**src/rtl/record_word_fifo.sv**
```systemverilog
// rtl/record_word_fifo.sv - record-in/word-out FIFO toward the host link; optional RECORD_WORD_FIFO_MSB_FIRST_EN reverses word order
module record_word_fifo #(
    parameter int WORD_SIZE    = 8,
    parameter int RECORD_WORDS = 16,
    parameter int SLOTS        = 4
) (
    input  logic                                       clk,
    input  logic                                       rst,
    input  logic                                       write_en,
    input  logic [WORD_SIZE*RECORD_WORDS-1:0]          data_in,
    input  logic                                       read_en,
    output logic [WORD_SIZE-1:0]                       data_out,
    output logic [$clog2(SLOTS*RECORD_WORDS):0]        size,
    output logic                                       full,
    output logic                                       empty,
    output logic                                       overflow,
    output logic                                       underflow
);

    localparam int RECORD_SIZE_BITS = WORD_SIZE * RECORD_WORDS;
    localparam int STORAGE_SIZE     = SLOTS * RECORD_WORDS;
    localparam int SLOT_BITS        = $clog2(SLOTS);
    localparam int PTR_W            = SLOT_BITS + 1;
    localparam int IDX_W            = $clog2(RECORD_WORDS);
    localparam int SIZE_W           = $clog2(STORAGE_SIZE) + 1;

    localparam logic [PTR_W-1:0]  SLOTS_P     = PTR_W'(SLOTS);
    localparam logic [IDX_W-1:0]  LAST_WORD   = IDX_W'(RECORD_WORDS - 1);
    localparam logic [SIZE_W-1:0] REC_WORDS_S = SIZE_W'(RECORD_WORDS);

    // Record storage; deliberately not reset, only the pointers define validity.
    logic [RECORD_SIZE_BITS-1:0] mem [SLOTS];

    logic [PTR_W-1:0] wr_ptr;
    logic [PTR_W-1:0] rd_ptr;
    logic [IDX_W-1:0] word_idx;

    logic [PTR_W-1:0]            rec_count;
    logic                        do_write;
    logic                        do_read;
    logic                        last_word;
    logic [RECORD_SIZE_BITS-1:0] head;
    logic [WORD_SIZE-1:0]        head_words [RECORD_WORDS];
    logic [IDX_W-1:0]            sel;

    // Occupancy, flags and handshake qualification from registered state only.
    always_comb begin
        rec_count = wr_ptr - rd_ptr;
        full      = (rec_count == SLOTS_P);
        empty     = (wr_ptr == rd_ptr);
        size      = (SIZE_W'(rec_count) * REC_WORDS_S) - SIZE_W'(word_idx);
        do_write  = write_en && !full;
        do_read   = read_en && !empty;
        last_word = (word_idx == LAST_WORD);
    end

    // Split the head record into words and pick the current one (show-ahead).
    always_comb begin
        head = mem[rd_ptr[SLOT_BITS-1:0]];
        for (int i = 0; i < RECORD_WORDS; i++) begin
            head_words[i] = head[i*WORD_SIZE +: WORD_SIZE];
        end
`ifdef RECORD_WORD_FIFO_MSB_FIRST_EN
        // RECORD_WORDS is a power of two, so ~idx == RECORD_WORDS-1-idx.
        sel = ~word_idx;
`else
        sel = word_idx;
`endif
        data_out = empty ? '0 : head_words[sel];
    end

    // Record write into the slot addressed by the low write-pointer bits.
    always_ff @(posedge clk) begin
        if (do_write) begin
            mem[wr_ptr[SLOT_BITS-1:0]] <= data_in;
        end
    end

    // Pointer, word index and sticky error flag updates.
    always_ff @(posedge clk or posedge rst) begin
        if (rst) begin
            wr_ptr    <= '0;
            rd_ptr    <= '0;
            word_idx  <= '0;
            overflow  <= 1'b0;
            underflow <= 1'b0;
        end else begin
            if (do_write) begin
                wr_ptr <= wr_ptr + PTR_W'(1);
            end
            if (do_read) begin
                if (last_word) begin
                    word_idx <= '0;
                    rd_ptr   <= rd_ptr + PTR_W'(1);
                end else begin
                    word_idx <= word_idx + IDX_W'(1);
                end
            end
            if (write_en && full) begin
                overflow <= 1'b1;
            end
            if (read_en && empty) begin
                underflow <= 1'b1;
            end
        end
    end

endmodule
```
**config.mk**
```make
export PLATFORM = sky130hd
export DESIGN_NAME = record_word_fifo
export DESIGN_NICKNAME = d
export VERILOG_FILES = /design/src/rtl/record_word_fifo.sv
export SDC_FILE = /design/constraint.sdc
export NUM_CORES = 1
export LEC_CHECK = 0
export ABC_AREA = 1
export CORE_MARGIN = 2
export CORE_UTILIZATION = 50
export DETAILED_ROUTE_END_ITERATION = 10
export DONT_BUFFER_PORTS = 1
export GPL_TIMING_DRIVEN = 0
export PLACE_DENSITY = 0.75
export RECOVER_POWER = 25
export SETUP_SLACK_MARGIN = 0.2
export SLEW_MARGIN = 20
export SYNTH_ARGS = -nofsm -noshare
export SYNTH_HDL_FRONTEND = slang
export SYNTH_SLANG_ARGS = --single-unit
```
**constraint.sdc**
```tcl
create_clock -name clk -period 22.3 [get_ports clk]
set_input_delay 4.46 -clock clk [delete_from_list [all_inputs] [get_ports clk]]
set_output_delay 4.46 -clock clk [all_outputs]
set_load 0.02 [all_outputs]
```
; Word level (Yosys, flattened, before mapping)
; Memories as Yosys holds them, arrays and structs flattened.
; Cells that the tools add are included.
[word_totals]
ff_bits = 12
n_memories = 1
wordCells = 30
in_bits = 132
ramBits = 512
[classes]
eq_ne = 3
bitwise_logic = 1
reduce_logical = 7
addsub = 5
mux = 7
magnitude_cmp = 1
[memory_table]
columns = memory, depth, width, read_ports, rd_ports_with_merged_regs, wr, line
row1 = mem, 4, 128, 1, 0, 1, 32  ; logic [RECORD_SIZE_BITS-1:0] mem [SLOTS];
[op_table]
columns = cell, count
row1 = $bmux 8 s4, 1
row2 = $mux 8, 3
row3 = $sub 7x4->7, 1
row4 = $add 3x1->3 const B, 2
row5 = $ge 5x5->1 const B, 1
row6 = $not 4->5, 1
row7 = $add 4x1->4 const B, 1
row8 = $eq 4x4->1 const B, 1
row9 = $logic_and 1x1->1, 4
row10 = $mux 4, 1
row11 = $eq 3x3->1, 1
row12 = $eq 3x3->1 const B, 1
row13 = $sub 3x3->3, 1
row14 = $logic_not 1->1, 2
row15 = $mux 1, 2
row16 = $reduce_and 2->1, 1

; Logic depth before layout (Yosys ltp)
[logic_depth]
ltp_word = 6
mapped_depth = 16
depth_no_buf = 13

; Worst setup path before layout
; OpenSTA, ideal clock, no wires.
[synth_timing]
kind = input to register
startpoint = input write_en
endpoint = memory mem[3][0] (netlist bit) (enable)
setup_ns = 0.619
arrival_time_ns = 9.934
path_stages = 2
slack_ns = 11.747
t_required_ns = 21.681
path_buffers = 0
path_cell_list = nand2_2 > nor2_1
[synth_between]
elab_chain_len = 3
[synth_rtl]
columns = item, line
row1 = "start, declared", 9  ; input logic write_en,
row2 = $logic_and 1x1->1, 52  ; do_write = write_en && !full;
row3 = $mux 1, 74  ; if (do_write) begin
row4 = $mux 1 (implied by the code), 75  ; mem[wr_ptr[SLOT_BITS-1:0]] <= data_in;
row5 = "end, declared", 32
; No other way between the ends.

; Worst setup path in the final report
[layout_timing]
startpoint = register rd_ptr[1]
endpoint = output data_out[5]
[layout_rtl]
columns = item, line
row1 = "start, declared", 35  ; logic [PTR_W-1:0] rd_ptr;
row2 = "start signal, assigned", 94  ; rd_ptr <= rd_ptr + PTR_W'(1);
row3 = $eq 3x3->1, 50  ; empty = (wr_ptr == rd_ptr);
row4 = named net empty, 15  ; output logic empty,
row5 = $mux 8, 69  ; data_out = empty ? '0 : head_words[sel];
row6 = "end, declared", 12  ; output logic [WORD_SIZE-1:0] data_out,
; The timed path passes the listed nets, and every way through them passes these cells. The select of a mux whose other input is x is not followed.

==> qor.csv <==
stage,metric,value,unit
yosys,Synth area leaders,"edfxtp_1, nand2_1, nand3_1",
worst_setup_path,Crit Path Category,flip-flop to output pin,
clocking,clock slew at reported path FFs,0.06,ns
pwr,Psw,1.54,mW
final_layout,Util after Layout,57.6,%
yosys,Synthesized Nets,2280,
route,Via Count,15500,
clocking,CTS tree,yes,
yosys,Post-synth EDFFs,512,
placed_design,PortBufs,0,
yosys,predominant post-synthesis flop cell,edfxtp_1,
timing,crit path time final,7.95,ns
worst_setup_path,crit path DAT,3.49,ns
clocking,CTS-repair resized insts,0,
global_route,first-pass GRT wire length,89.1,mm
worst_setup_path,crit path cell chain,"buf_4, clkinv_2, buf_2, buf_2, ha_1, nand2_1, nor2_2, nor2_1",
worst_setup_path,type of origin of the critical path,flip-flop,
timing,Final Max Slew Viols,0,
timing,Final Skew,0.0136,ns
clocking,CTS root buffer,clkbuf_16,
route,final WL,59.6,mm
yosys,most frequent cell after synthesis,nand2_1,
yosys,"top cells by count, synth","nand2_1, edfxtp_1, nand3_1",
yosys,synthesized area,0.0224,mm2
global_route,initial antenna violation count,0,
final_layout,Area Growth Syn to Fin,13.5,%
global_route,GRT Util Overall,25.6,%
timing,relative slew slack,44.3,%
clocking,postcts setup bufs,0,
floorplan,io pins,151,
pwr,P_int,2.26,mW
timing,worst hold margin,0.505,ns
final_layout,layout cells sized above 1,8.28,%
timing,Final Setup Violations,0,
timing,post-route setup slack,14.35,ns
final_layout,post-layout net count,2359,
floorplan,Die H,216,um
yosys,synthesized instance count,2138,
yosys,Ys Warns,0,
pwr,Leak Pwr,10.7,nW
worst_setup_path,WP data required,17.84,ns
outcome,status,"finished, final reports clean",
floorplan,Die W,216,um
final_layout,Post-Layout Cell Count,2850,
pwr,Seq pwr share,37.0,%
clocking,later-pin clock latency in the skew report,0.59,ns
timing,RSZ-0062 raised after global routing,false,
placed_design,Placer Congestion,0.903,
pwr,Max VDD drop,0.0876,mV
yosys,synth unique cells,24,
clocking,cts hold-fix bufs,0,
worst_setup_path,Crit Path Max Fanout,10,
worst_hold_path,worst min path class,flip-flop to flip-flop,
floorplan,core area,0.0442,mm2
global_route,vias in the first global route,15200,
worst_setup_path,number of buffers and inverters on the critical path,4,
route,1st-iter DRT viols,2144,
pwr,PD cells,149,mW/mm2
pwr,Pwr Total,3.80,mW
route,ANT nets after route,0,
worst_setup_path,"slowest stage delay, CP",0.63,ns
placed_design,dpl ws,14.70,ns
floorplan,Initial Utilization,50.7,%
global_route,pin count of the biggest net entering global routing,24,
route,Via-to-Cell Ratio,5.45,
pwr,clock group share of total power,22.5,%
floorplan,die area,0.0466,mm2
yosys,Async SR Flop Fraction,2.29,%
clocking,clock sinks,524,
yosys,Synth Area per Inst,10.5,um2
timing,final period utilization,35.6,%
run,number of max-cap violations,0,
global_route,residual overflow from global routing,0,
placed_design,dpl cell area,0.0238,mm2
worst_setup_path,CP Capture Type,output pin,
worst_setup_path,"delay-heaviest family, CP",simple AND/OR/NAND/NOR gates,
placed_design,Placed Cells,2755,
timing,final hold violations,0,
clocking,H-Tree Depth,2,
timing,setup TNS,0,ns
placed_design,detailed placement HPWL,41.6,mm
clocking,CTS Buffer Depth,3,
pwr,Combinational Power Share,40.6,%
final_layout,post-route cell area,0.0255,mm2
final_layout,ant diodes,0,
yosys,Yosys reg bits,524,
worst_setup_path,"most used cell, CP",buf_2,
timing,Max Fclk,126,MHz
worst_setup_path,slowest CP cell,nor2_2,
route,Residual DRC,0,
yosys,sequential area share after synthesis,69.9,%
route,drt wl/cell,20.9,um
route,DRT Pass-1 Iters,6,
floorplan,row count,77,
timing,worst slew pin tran,0.834,ns
pwr,Sw Share,40.5,%
clocking,TritonCTS Buffers,52,
yosys,cell taking the most area after synthesis,edfxtp_1,
yosys,share of the synthesized area in the top cell type,68.5,%
-- path summary, 6_finish.rpt --
path,startpoint,to,slack [ns],cells after the start
setup / recovery,rd_ptr[1]$_DFFE_PP0P_,data_out[5],14.35,8
hold / removal,wr_ptr[2]$_DFFE_PP0P_,wr_ptr[2]$_DFFE_PP0P_,0.51,1
setup reg to reg,wr_ptr[0]$_DFFE_PP0P_,mem[3][59]$_DFFE_PP_,18.81,11
hold reg to reg,wr_ptr[2]$_DFFE_PP0P_,wr_ptr[2]$_DFFE_PP0P_,0.51,1
max in group asynchronous,rst,wr_ptr[2]$_DFFE_PP0P_,18.12,1
min in group asynchronous,rst,rd_ptr[1]$_DFFE_PP0P_,3.81,1
-- cell usage in the layout (no fill, tap or decap), types with 9 or more instances in the layout --
| cell | synthesis | layout |
|---|---|---|
| buf_1 | 13 | 13 |
| buf_12 | 0 | 13 |
| buf_16 | 0 | 12 |
| buf_2 | 58 | 58 |
| clkbuf_1 | 19 | 24 |
| clkbuf_16 | 0 | 53 |
| clkinv_1 | 0 | 10 |
| clkinv_2 | 1 | 19 |
| dfrtp_1 | 12 | 12 |
| edfxtp_1 | 512 | 512 |
| ha_1 | 9 | 9 |
| inv_1 | 275 | 275 |
| nand2_1 | 829 | 829 |
| nand3_1 | 294 | 294 |
| nor2_1 | 63 | 58 |
| o21ai_0 | 14 | 14 |
| xor2_1 | 9 | 9 |
-- power by group through the flow --
stage	clock network (mW)	logic, mW	registers, mW
floorplan	0	0.939	1.46
global placement	0	1.38	1.52
detailed placement	0	1.51	1.42
CTS	0.861	1.52	1.40
global route	0.899	1.67	1.42
finish	0.854	1.54	1.40
-- logic make-up after synthesis --
| logic type | count (synthesis) | synth area share (%) |
|---|---|---|
| simple gates | 1188 | 21.5 |
| flops | 524 | 69.9 |
| buf+inv | 381 | 6.97 |
| compound gates | 22 | 0.519 |
| xor+xnor | 13 | 0.508 |
| fa+ha+maj | 10 | 0.591 |
-- flip-flops by register name, indices dropped and copies added, names as in the netlist --
signal,cells
wr_ptr,3
overflow,1
sel,4
rd_ptr,3
underflow,1
mem,512
-- cell type report --
type | instances | area (um2)
multi-input cells | 1233 | 5230
inverters | 279 | 1050
fillers | 3463 | 18800
clock buffers | 58 | 1350
flip-flops and latches | 524 | 15700
clock inverters | 37 | 310
repair buffers | 25 | 591
well taps | 592 | 741
plain buffers | 102 | 515
-- routing by layer --
metal	global-route usage [%]	part of all wire [%]
met4	11.7	4.4
met1	32.9	36
met5	0	0
met3	8.03	14
met2	39.9	46
Note: power is estimated with default switching activity, not from simulation.
==> variant: new RTL, same settings <==
`WORD_SIZE`: 8 -> 16.
--- a/src/rtl/record_word_fifo.sv
+++ b/src/rtl/record_word_fifo.sv
@@ -2,3 +2,3 @@
 module record_word_fifo #(
-    parameter int WORD_SIZE    = 8,
+    parameter int WORD_SIZE    = 16,
     parameter int RECORD_WORDS = 16,
Interface: changed (resized data_in and data_out); port bits go from 151 to 287. The function was not compared with the original's and may differ.
==> variant against the unedited design <==
  * Clock skew increased by 0.022 ns
  * Final cell count grew 90%
  * Highest routed layer unchanged
  * Total power grew 100%
  * Routed wire length rose by 120%
  * Synthesized area up 94%
  * Critical endpoint is now data_out[7]
  * Setup slack worse by 1.0 ns
  * Final area is 95% higher
  * Sequential cell count rose by 512
==> variant: results (changes against the unedited design) <==
----------------------------------------------------
[GRT]
  Maximum number of pins on one net before global-route repair ... 25 (+4.2%)
  Vias in the first global route ... 28,400 (+88%)
  Overall routing resource usage ... 28.5% (+3.0 points)
  Wire length of the first global-routing pass ... 185,000 µm (+110%)
  Initial antenna violation count ... 3 (+3)

[Synthesis]
  Synth top area cells ... sky130_fd_sc_hd__edfxtp_1, sky130_fd_sc_hd__nand2_1, sky130_fd_sc_hd__nand3_1
  YS warnings ... 0 (unchanged)
  Most instantiated cells after synthesis ... sky130_fd_sc_hd__nand2_1, sky130_fd_sc_hd__edfxtp_1, sky130_fd_sc_hd__nand3_1
  Library cells used by synthesis ... 27 (+13%)
  Count of flip-flops with a built-in enable after synthesis ... 1,024 (+100%)
  Avg Synthesized Cell Area ... 10.9 µm² (+4.0%)
  Async set or reset register ratio after synthesis ... 1.16% (-1.1 points)
  Proportion of synthesized chip area in sequential cells ... 71.2% (+1.3 points)
  Post-synth net total ... 4,269 (+87%)
  Primary flip-flop cell chosen by synthesis mapping ... sky130_fd_sc_hd__edfxtp_1

[Hold path]
  Launch point of the worst hold path ... wr_ptr[2]
  WHS Path Cells ... 1 (unchanged)
  Tightest Hold Check Type ... reg2reg

[Placement]
  Routability-driven placement congestion ratio ... 0.941 (+4.2%)
  HPWL after DPL ... 92,100 µm (+120%)
  Dpl cells ... 5,207 (+89%)
  Instance area after placement ... 46,300 µm² (+95%)
  Setup slack after placement ... 14.23 ns (-0.467 ns)

[Routing]
  Starting DRT DRC Count ... 4,288 (+100%)
  Wirelength, routed ... 130,000 µm (+120%)
  Detailed-route via count ... 30,300 (+95%)
  Number of detailed-routing iterations run before antenna repair ... 8 (+2)

[Clocking]
  Gates resized, CTS repair ... 0 (unchanged)
  CTS H-tree depth ... 3 (+1)
  CTS root buf ... sky130_fd_sc_hd__clkbuf_16
  Clock insertion delay at the later pin of the skew report ... 0.70 ns (+0.11 ns)
  Number of buffers created by CTS ... 103 (+98%)

[Power and ir drop]
  Pleak ... 20.0 nW (+87%)
  Maximum resistive drop on vdd ... 0.154 mV (+76%)

[Critical path]
  Capture point of the worst reg-to-reg path ... mem[1][138]
  Standard cell with the maximum stage delay on the critical path ... sky130_fd_sc_hd__clkbuf_1
  Register-to-register setup slack ... 18.75 ns (-0.06 ns)
  Largest stage delay on the critical path ... 0.98 ns (+0.35 ns)
  Number of cells traversed by the worst register-to-register path ... 12 (+1)
  Crit path DAT ... 4.53 ns (+1.04 ns)

[Layout]
  Final standard cell count with taps included and fillers excluded ... 5,401 (+90%)
  Proportion of layout cells with a drive suffix above 1 ... 8.53% (+0.25 points)
  Total of fill cells in the finished design ... 6,657 (+92%)
  Nets ... 4,427 (+88%)
  Max FFs per register ... 1,024 (+100%)

[Outcome]
  Outcome ... completed

[Timing]
  Worst-margin pin slew ... 1.29 ns (+0.452 ns)
  Setup Skew ... 0.0354 ns (+0.0218 ns)

----------------------------------------------------
[variant: cell types whose count changed after synthesis, moves of 10 or more]
| cell | unedited run | this run |
|---|---|---|
| sky130_fd_sc_hd__buf_1 | 13 | 25 |
| sky130_fd_sc_hd__nor2_1 | 63 | 112 |
| sky130_fd_sc_hd__buf_6 | 4 | 31 |
| sky130_fd_sc_hd__clkbuf_1 | 19 | 36 |
| sky130_fd_sc_hd__o21ai_0 | 14 | 24 |
| sky130_fd_sc_hd__buf_2 | 58 | 106 |
| sky130_fd_sc_hd__edfxtp_1 | 512 | 1024 |
| sky130_fd_sc_hd__nand3_1 | 294 | 625 |
| sky130_fd_sc_hd__inv_1 | 275 | 380 |
| sky130_fd_sc_hd__nand2_1 | 829 | 1570 |
[variant: worst max path at each step]
| stage | start | to | slack (ns) | cells after the start |
|---|---|---|---|---|
| 6_report | sel[0] | data_out[7] | 13.31 | 12 |
| 3_3_place_gp | write_en | mem[2][189] | -2.02 | 2 |
| 4_1_cts | rd_ptr[1] | data_out[7] | 13.49 | 8 |
| 5_1_grt | rd_ptr[1] | data_out[6] | 13.34 | 8 |
| 2_1_floorplan | write_en | mem[3][0] | 6.20 | 2 |
| 3_5_place_dp | rd_ptr[1] | data_out[7] | 14.23 | 8 |
[variant: cell type report]
| class | instances | area, µm² | share of cell area (%) |
|---|---|---|---|
| plain buffers | 211 | 1250 | 2.51 |
| clock inverters | 72 | 636 | 1.28 |
| inverters | 385 | 1450 | 2.92 |
| diodes | 2 | 5.00 | 0.0101 |
| multi-input cells | 2367 | 9910 | 20.0 |
| flip-flops and latches | 1036 | 31000 | 62.6 |
| repair buffers | 53 | 1240 | 2.49 |
| clock buffers | 120 | 2640 | 5.32 |
| well taps | 1155 | 1450 | 2.91 |
[variant: logic make-up after synthesis]
logic type	after synthesis	share of synthesized area, %
and+or+nand+nor	2309	21.7
adders and majority gates	10	0.304
xor gates and xnor gates	13	0.261
AOI/OAI and AO/OA	35	0.416
buffers and inverters	596	6.17
DFF	1036	71.2
[variant: metrics by stage]
step,hold WS (ns),power [mW]
after floorplan,0.461,4.80
after CTS,0.487,7.55
after global placement,0.477,6.02
after detailed placement,0.475,5.88
final,0.492,7.65
after global routing,0.511,7.94
[variant: power by group]
group / internal [mW] / switching [mW]
clock: 0.944 / 0.745
combinational: 0.848 / 2.35
sequential: 2.66 / 0.109
[variant: routing by layer]
metal | vias to the layer above | part of all wire (%) | global-route usage, %
li1 | 13600 | - | -
met1 | 14300 | 34 | 35.1
met2 | 2142 | 45 | 43.5
met3 | 313 | 16 | 11.8
met4 | 0 | 5.2 | 14.3
met5 | - | 0 | 0
